$ cat config.mk
export PLATFORM = sky130hd
export DESIGN_NAME = clock_set_ctrl
export DESIGN_NICKNAME = d
export VERILOG_FILES = /design/src/rtl/clock_set_ctrl.sv
export SDC_FILE = /design/constraint.sdc
export NUM_CORES = 1
export LEC_CHECK = 0
export BUFFER_PORTS_ARGS = -buffer_cell sky130_fd_sc_hd__buf_2
export CORE_MARGIN = 2
export CORE_UTILIZATION = 55
export CTS_CLUSTER_SIZE = 12
export DETAILED_ROUTE_END_ITERATION = 12
export GPL_ROUTABILITY_DRIVEN = 0
export GPL_TIMING_DRIVEN = 0
export PLACE_DENSITY = 0.77
export SYNTH_ARGS = -nofsm -noshare
export SYNTH_HDL_FRONTEND = slang
export SYNTH_SLANG_ARGS = --single-unit
export TNS_END_PERCENT = 100
$ cat constraint.sdc
create_clock -name clk -period 3.65 [get_ports clk]
set_input_delay 0.1825 -clock clk [delete_from_list [all_inputs] [get_ports clk]]
set_output_delay 0.1825 -clock clk [all_outputs]
set_load 0.01 [all_outputs]
$ cat src/rtl/clock_set_ctrl.sv
// Time-setting control for the 24-hour BCD timekeeper: debounced mode/inc buttons,
// hour/minute edit sequence, one-cycle commit strobe and blink mask for the edited field.

module clock_set_debounce #(
  parameter int CNT_W  = 26,
  parameter int DB_CYC = 1_000_000
) (
  input  logic clk,
  input  logic rst,
  input  logic button,
  output logic level
);
  localparam logic [CNT_W-1:0] DB_LAST = CNT_W'(DB_CYC - 1);
  localparam logic [CNT_W-1:0] ONE     = CNT_W'(1);

  logic             sync1;
  logic             sync2;
  logic [CNT_W-1:0] cnt;

  // sync1 != sync2 means the synchronised level changes this edge, so the window restarts.
  always_ff @(posedge clk or posedge rst) begin
    if (rst) begin
      sync1 <= 1'b1;
      sync2 <= 1'b1;
      cnt   <= '0;
      level <= 1'b0;
    end else begin
      sync1 <= button;
      sync2 <= sync1;
      if (sync1 != sync2) begin
        cnt <= '0;
      end else if (cnt == DB_LAST) begin
        level <= ~sync2;
      end else begin
        cnt <= cnt + ONE;
      end
    end
  end
endmodule

module clock_set_ctrl #(
  parameter int CNT_W      = 26,
  parameter int DB_CYC     = 1_000_000,
  parameter int HOLD_CYC   = 25_000_000,
  parameter int REPEAT_CYC = 10_000_000,
  parameter int BLINK_CYC  = 12_500_000
) (
  input  logic       clk,
  input  logic       rst,
  input  logic       BT_mode,
  input  logic       BT_inc,
  input  logic [7:0] cur_hh,
  input  logic [7:0] cur_mm,
  output logic [7:0] set_hh,
  output logic [7:0] set_mm,
  output logic [7:0] set_ss,
  output logic       load,
  output logic       editing,
  output logic [2:0] blank
);
  localparam logic [CNT_W-1:0] HOLD_LAST  = CNT_W'(HOLD_CYC - 1);
  localparam logic [CNT_W-1:0] REP_LAST   = CNT_W'(REPEAT_CYC - 1);
  localparam logic [CNT_W-1:0] BLINK_LAST = CNT_W'(BLINK_CYC - 1);
  localparam logic [CNT_W-1:0] ONE        = CNT_W'(1);

  typedef enum logic [1:0] {RUN, EDIT_HH, EDIT_MM, COMMIT} state_t;

  state_t           state;
  state_t           state_next;
  logic             mode_lvl;
  logic             mode_q;
  logic             mode_press;
  logic             inc_lvl;
  logic             inc_evt;
  logic             repeating;
  logic [CNT_W-1:0] hold_cnt;
  logic [CNT_W-1:0] blink_cnt;
  logic             phase;

  function automatic logic [7:0] bcd_inc(input logic [7:0] v, input logic [7:0] max);
    if (v == max) return 8'h00;
    if (v[3:0] == 4'd9) return {v[7:4] + 4'd1, 4'd0};
    return {v[7:4], v[3:0] + 4'd1};
  endfunction

  clock_set_debounce #(.CNT_W(CNT_W), .DB_CYC(DB_CYC)) u_db_mode (
    .clk(clk), .rst(rst), .button(BT_mode), .level(mode_lvl)
  );

  clock_set_debounce #(.CNT_W(CNT_W), .DB_CYC(DB_CYC)) u_db_inc (
    .clk(clk), .rst(rst), .button(BT_inc), .level(inc_lvl)
  );

  assign mode_press = mode_lvl & ~mode_q;
  assign inc_evt    = inc_lvl & (repeating ? (hold_cnt == REP_LAST) : (hold_cnt == HOLD_LAST));

  always_ff @(posedge clk or posedge rst) begin
    if (rst) begin
      mode_q    <= 1'b0;
      hold_cnt  <= '0;
      repeating <= 1'b0;
    end else begin
      mode_q <= mode_lvl;
      if (!inc_lvl) begin
        hold_cnt  <= '0;
        repeating <= 1'b0;
      end else if (inc_evt) begin
        hold_cnt  <= '0;
        repeating <= 1'b1;
      end else begin
        hold_cnt <= hold_cnt + ONE;
      end
    end
  end

  always_comb begin
    state_next = state;
    case (state)
      RUN:     if (mode_press) state_next = EDIT_HH;
      EDIT_HH: if (mode_press) state_next = EDIT_MM;
      EDIT_MM: if (mode_press) state_next = COMMIT;
      COMMIT:  state_next = RUN;
      default: state_next = RUN;
    endcase
  end

  // A mode press always takes priority over an increment in the same cycle.
  always_ff @(posedge clk or posedge rst) begin
    if (rst) begin
      state  <= RUN;
      set_hh <= 8'h00;
      set_mm <= 8'h00;
    end else begin
      state <= state_next;
      case (state)
        RUN: if (mode_press) begin
          set_hh <= cur_hh;
          set_mm <= cur_mm;
        end
        EDIT_HH: if (!mode_press && inc_evt) set_hh <= bcd_inc(set_hh, 8'h23);
        EDIT_MM: if (!mode_press && inc_evt) set_mm <= bcd_inc(set_mm, 8'h59);
        default: ;
      endcase
    end
  end

  always_ff @(posedge clk or posedge rst) begin
    if (rst) begin
      blink_cnt <= '0;
      phase     <= 1'b0;
    end else if ((state_next != state) || !editing) begin
      blink_cnt <= '0;
      phase     <= 1'b0;
    end else if (blink_cnt == BLINK_LAST) begin
      blink_cnt <= '0;
      phase     <= ~phase;
    end else begin
      blink_cnt <= blink_cnt + ONE;
    end
  end

  always_comb begin
    blank = 3'b000;
    case (state)
      EDIT_HH: blank = {phase, 2'b00};
      EDIT_MM: blank = {1'b0, phase, 1'b0};
      default: blank = 3'b000;
    endcase
  end

  assign editing = (state == EDIT_HH) || (state == EDIT_MM);
  assign load    = (state == COMMIT);
  assign set_ss  = 8'h00;
endmodule
# == Yosys cells after proc, flatten, opt, wreduce, memory -nomap -nowiden ==
# Index checks and enable logic that the tools add are counted.
# word_totals
regBits,131
inputBits,20
out_inout_bits,29
# op_classes
n_reduce_logical,15
n_eq_ne,23
n_addsub,8
muxes,46
bitwise,8
# ops
operator,n
2-to-1 mux 26 bit,8
adder 26 x 1 -> 26 bit (second input constant),4
2-to-1 mux 8 bit,12
== test 26 x 20 -> 1 bit (second input constant),2
== test 26 x 24 -> 1 bit (second input constant),2
case mux 8 bit (2 select lines),2
== test 26 x 25 -> 1 bit (second input constant),1
2-to-1 mux 1 bit,19
adder 4 x 1 -> 4 bit (second input constant),4
== test 4 bit (second input constant),2
== test 8 x 6 -> 1 bit (second input constant),1
== test 8 x 7 -> 1 bit (second input constant),1
inequality test 2 bit (second input constant),4
case mux 2 bit (4 select lines),1
AND reduction 4 bit,2
2-to-1 mux 2 bit,3
inequality test 3 bit (second input constant),2
NOT 1 bit,6
case mux 3 bit (2 select lines),1
AND reduction 3 bit,2
nonzero test 2 bit,3
== test 2 bit (second input constant),2
inequality test 2 x 1 -> 1 bit (second input constant),2
AND reduction 2 bit,2
8 further kinds,12

# == Longest topological paths before layout ==
# depth
depth_word,13
mapped_depth,11
depth_no_buf,8

# == Hierarchy ==
# From an unflattened synthesis, not the netlist that was laid out.
# unflattened
hier_cells,773
hier_area_um2,7234.4
# modules_own_cells
mod,area_each_um2,cells_per_inst,seq_area_each_um2,instances
clock_set_ctrl,4018.9,427,1826.8,1
clock_set_debounce,1607.8,173,728.2,2

# == Least setup slack after synthesis ==
# Ideal clock, no wire load.
# synth_path
path_type,reg-to-reg
startpoint,register state[0]
endpoint,register set_mm[7]
synth_period_minus_slack_ns,2.447
setup_time_ns,0.125
t_arrival_ns,2.322
path_buffers,1
slack_ns,1.203
path_stages_with_launch,10
cell_sequence,dfrtp_1 > inv_1 > ha_1 > clkbuf_1 > nand2b_1 > or3_1 > or3_1 > o21a_1 > nor2_1 > mux2_2
# synth_via
elab_chain_cells,3
# synth_lines
item,line,text
start: declaration,68,state_t state;
start signal: assignment,134,state <= state_next;
== test 2 bit / logical NOT 2 bit (equally long branches),135,case (state)
inequality test 3 bit (no line) (tied with other cells),-,
AND reduction 4 bit (no line),-,
end signal: assignment,138,set_mm <= cur_mm;
end signal: assignment,141,"EDIT_MM: if (!mode_press && inc_evt) set_mm <= bcd_inc(set_mm, 8'h59);"
end: declaration,55,"output logic [7:0] set_mm,"
# Parallel ways exist; a longest one is shown, timed or not.
# A chain may end at the register's enable or synchronous reset.

# == Worst setup path in the final report ==
# layout_path
startpoint,register state[0]
endpoint,register blink_cnt[21]
# layout_via
elab_chain_cells,5
# layout_lines
item,line,text
== test 2 bit (tied with other cells),118,case (state)
case mux 2 bit (4 select lines) / logical OR 1 bit (equally long branches),"118, 171",
inequality test 2 bit / logical NOT 1 bit (equally long branches),151,end else if ((state_next != state) || !editing) begin
logical OR 1 bit (*),151,
2-to-1 mux 26 bit (*),151,
end signal: assignment,158,blink_cnt <= blink_cnt + ONE;
end: declaration,77,logic [CNT_W-1:0] blink_cnt;
# Mark *: on every way between the ends. The rest lies on a longest branch, timed or not.

==> key figures <==
Synthesis
  – Mapped cell area: 0.00683 mm²
  – Synth Area in Compound Gates: 6.54%
  – Simple-Gate Fraction of Synth Area: 25.2%
  – Largest family of logic cells by synthesized area: simple AND/OR/NAND/NOR gates
  – Fraction of registers with async set/reset: 100%
  – Top-area cell type share of the netlist area: 46.5%
  – Register area share after synthesis: 48.1%
  – Syn_area_per_cell: 9.48 µm²
  – Yosys warns: 0
  – Xor-xnor portion of the synthesized cell area: 12.2%
  – Cell accounting for the most synthesized area: dfrtp_1
  – Netlist cell types: 58
  – Mux contribution to synthesized area: 1.47%
  – Number of synthesized flops with an enable pin: 0
  – Syn Inst Count: 721
  – Synth area leaders: dfrtp_1 47%, xor2_1 8.6%, nor2_1 6.9%
  – Synth Flop Type: dfrtp_1
  – Seq cells post-synth: 131
  – Adder-Cell Fraction of Synth Area: 2.93%

Clock tree
  – Post-CTS Repair Setup Buffers: 0
  – Clock latency on the worst-skew pair: 410 ps
  – Reg clk slew, reported paths: 60 ps
  – TritonCTS clock tree: built
  – H-tree depth: 4
  – Root Buffer Master: clkbuf_16
  – CTS Hold Bufs: 3
  – Worst-case clock buffer depth: 2
  – Clk sink count: 131
  – Num CTS Buffers: 17
  – Post-CTS Resized: 0

STA
  – Worst-Margin Slew: 750 ps
  – Hold Vio Cnt, Final: 0
  – Max_slew headroom: 49.6%
  – RSZ-0062 raised after global routing: no
  – Max Slew Vio Count: 0
  – Period minus WS final: 2770 ps
  – Final setup viols: 0
  – Clock skew: 8.12 ps
  – Total negative slack: 0 ps
  – Fin crit share: 76.0%
  – Max Clk Rate: 361 MHz

Pwr
  – Leakage power total: 0.00340 µW
  – Int Pwr: 2460 µW
  – Reg power frac: 46.8%
  – VDD IR max: 0.000443 V
  – P_sw: 709 µW
  – Comb pwr share: 3.6%
  – Clk network pwr share: 49.6%
  – Switch share: 22.4%
  – Pwr per Cell Area: 400 mW/mm²

Placed design
  – Placed Instances: 939
  – Port bufs: 39
  – DP HPWL: 10.2 mm

Floorplan
  – Die footprint: 0.0133 mm²
  – Top-Level Pins: 49
  – Die height: 115 µm
  – Die width: 115 µm
  – FP Rows: 40
  – Initial Util: 56.6%
  – Core area: 0.0121 mm²

Final layout
  – P&R area growth vs syn: 16.0%
  – Non-Filler Instances: 974
  – Most common cell after layout, fill and taps aside: dfrtp_1
  – Layout net count: 829
  – FF/Latch Area: 0.00328 mm²
  – FILL cells: 980
  – Most frequent cells in the layout: 127 x dfrtp_1, 125 x nor2_1, 67 x xor2_1
  – Multi-input logic area: 0.00334 mm²
  – Share of layout cells above drive strength 1: 13.4%
  – N_diodes: 0

Status
  – Status: finished, final reports clean

GRT
  – First-pass GRT wire length: 25.0 mm
  – Initial antenna violation count: 0
  – Pin count of the biggest net entering global routing: 44
  – GRT Total Usage: 23.4%
  – Number of global-route vias before repair: 5,666
  – GRT overflow: 0

Routing
  – Vias: 5,498
  – Post-Route WL: 14.5 mm
  – Met3 wire length: 422 µm
  – Drt wl/cell: 14.9 µm
  – DRT Pass-1 Iters: 4
  – Highest Signal Layer: met4
  – First DRT Iteration DRCs: 424
  – Routed met2 length: 7.62 mm
  – Wl on met1: 6.27 mm
  – Drt drc: 0
  – Number of vias per cell: 5.64
  – Antenna-violating nets left: 0

Worst setup path
  – WP data required: 3990 ps
  – CP Launch Type: flop
  – CP endpoint kind: flop
  – Critical path class: reg2reg
  – Crit path DAT: 3110 ps
  – Critical-path maximum fanout: 10

Flow run
  – Max_cap viols: 0

Worst hold path
  – Worst hold-check path type: in2reg
==> worst max-delay path, cell delays in order (launching register included) <==
cell and delay, ps:
dfrtp_1 450, inv_1 160, ha_1 150, buf_2 190
inv_1 140, a221o_1 320, a22oi_1 180, o221ai_1 240
or2_2 350, clkbuf_1 170, buf_2 210, nor2_1 130
==> synthesized netlist by cell type, drive strengths merged (3+ instances only) <==
library cell / n
dfrtp: 127
nor2: 125
xor2: 67
nand2: 46
nand3: 44
nand4: 28
xnor2: 28
o21ai: 25
and3: 23
a21oi: 21
nor3: 21
inv: 19
buf: 16
ha: 16
clkbuf: 14
nor4: 10
or3: 9
nor4b: 7
nor2b: 6
and2: 5
mux2: 5
nor3b: 5
o2bb2ai: 5
or2: 5
a31oi: 4
dfstp: 4
mux2i: 4
nand2b: 4
nor4bb: 3
==> kinds of logic after synthesis <==
kind of cell / count (synthesis)
adders and majority gates: 16
DFF: 131
and+or+nand+nor: 348
muxes: 9
AOI/OAI and AO/OA: 72
xor gates and xnor gates: 95
buffers and inverters: 49
other: 1
==> flip-flops by register name, summed over array words and instances (netlist names), 2 cells and up <==
register	count
set_hh	8
u_db_mode.cnt	26
hold_cnt	26
state	2
u_db_inc.cnt	26
set_mm	8
blink_cnt	26
==> power by group through the flow <==
stage / clock [µW] / combinational [µW] / sequential [µW]
3_3_place_gp: 0 / 101 / 1510
4_1_cts: 1600 / 117 / 1480
3_5_place_dp: 0 / 115 / 1510
6_report: 1570 / 115 / 1480
2_1_floorplan: 0 / 74.1 / 1500
5_1_grt: 1670 / 134 / 1480
==> per-layer routing <==
layer | track usage (%) | vias to the layer above
met3 | 5.28 | 18
met4 | 10.1 | 0
li1 | - | 2610
met5 | 0 | -
met1 | 27.5 | 2772
met2 | 41.0 | 98
==> through the flow <==
stage | hold WS [ps] | instance area, µm² | total power [µW] | util (%) | setup WS [ps]
after floorplan | 187 | 6870 | 1580 | - | 1200
after global placement | 290 | 7270 | 1610 | 60.3 | 1000
after detailed placement | 289 | 7340 | 1620 | 60.8 | 908
after CTS | 48.7 | 7920 | 3200 | 65.7 | 874
after global routing | 63.7 | 7920 | 3280 | 65.7 | 692
final | 63.7 | 7920 | 3170 | 65.7 | 876
==> cell type report <==
cell class                 count  area share, %
clock buffer                  18           5.54
inverter                      19          0.948
timing repair buffer          45           3.70
sequential                   131           41.4
buffer                        30           2.15
multi-input combinational    549           42.1
clock inverter                14           1.45
tap                          168           2.65
==> final timing paths <==
path                           startpoint              end  slack [ps]  cells past startpoint
max in group asynchronous             rst  u_db_mode.sync1        2040                      6
min in group asynchronous             rst      hold_cnt[2]         440                      3
setup / recovery                 state[0]    blink_cnt[21]         880                     11
hold reg to reg            u_db_inc.sync1   u_db_inc.sync2         390                      0
hold / removal                  cur_hh[2]        set_hh[2]          60                      3
setup reg to reg                 state[0]    blink_cnt[21]         880                     11
No activity file was read; power rests on OpenSTA's default activity.
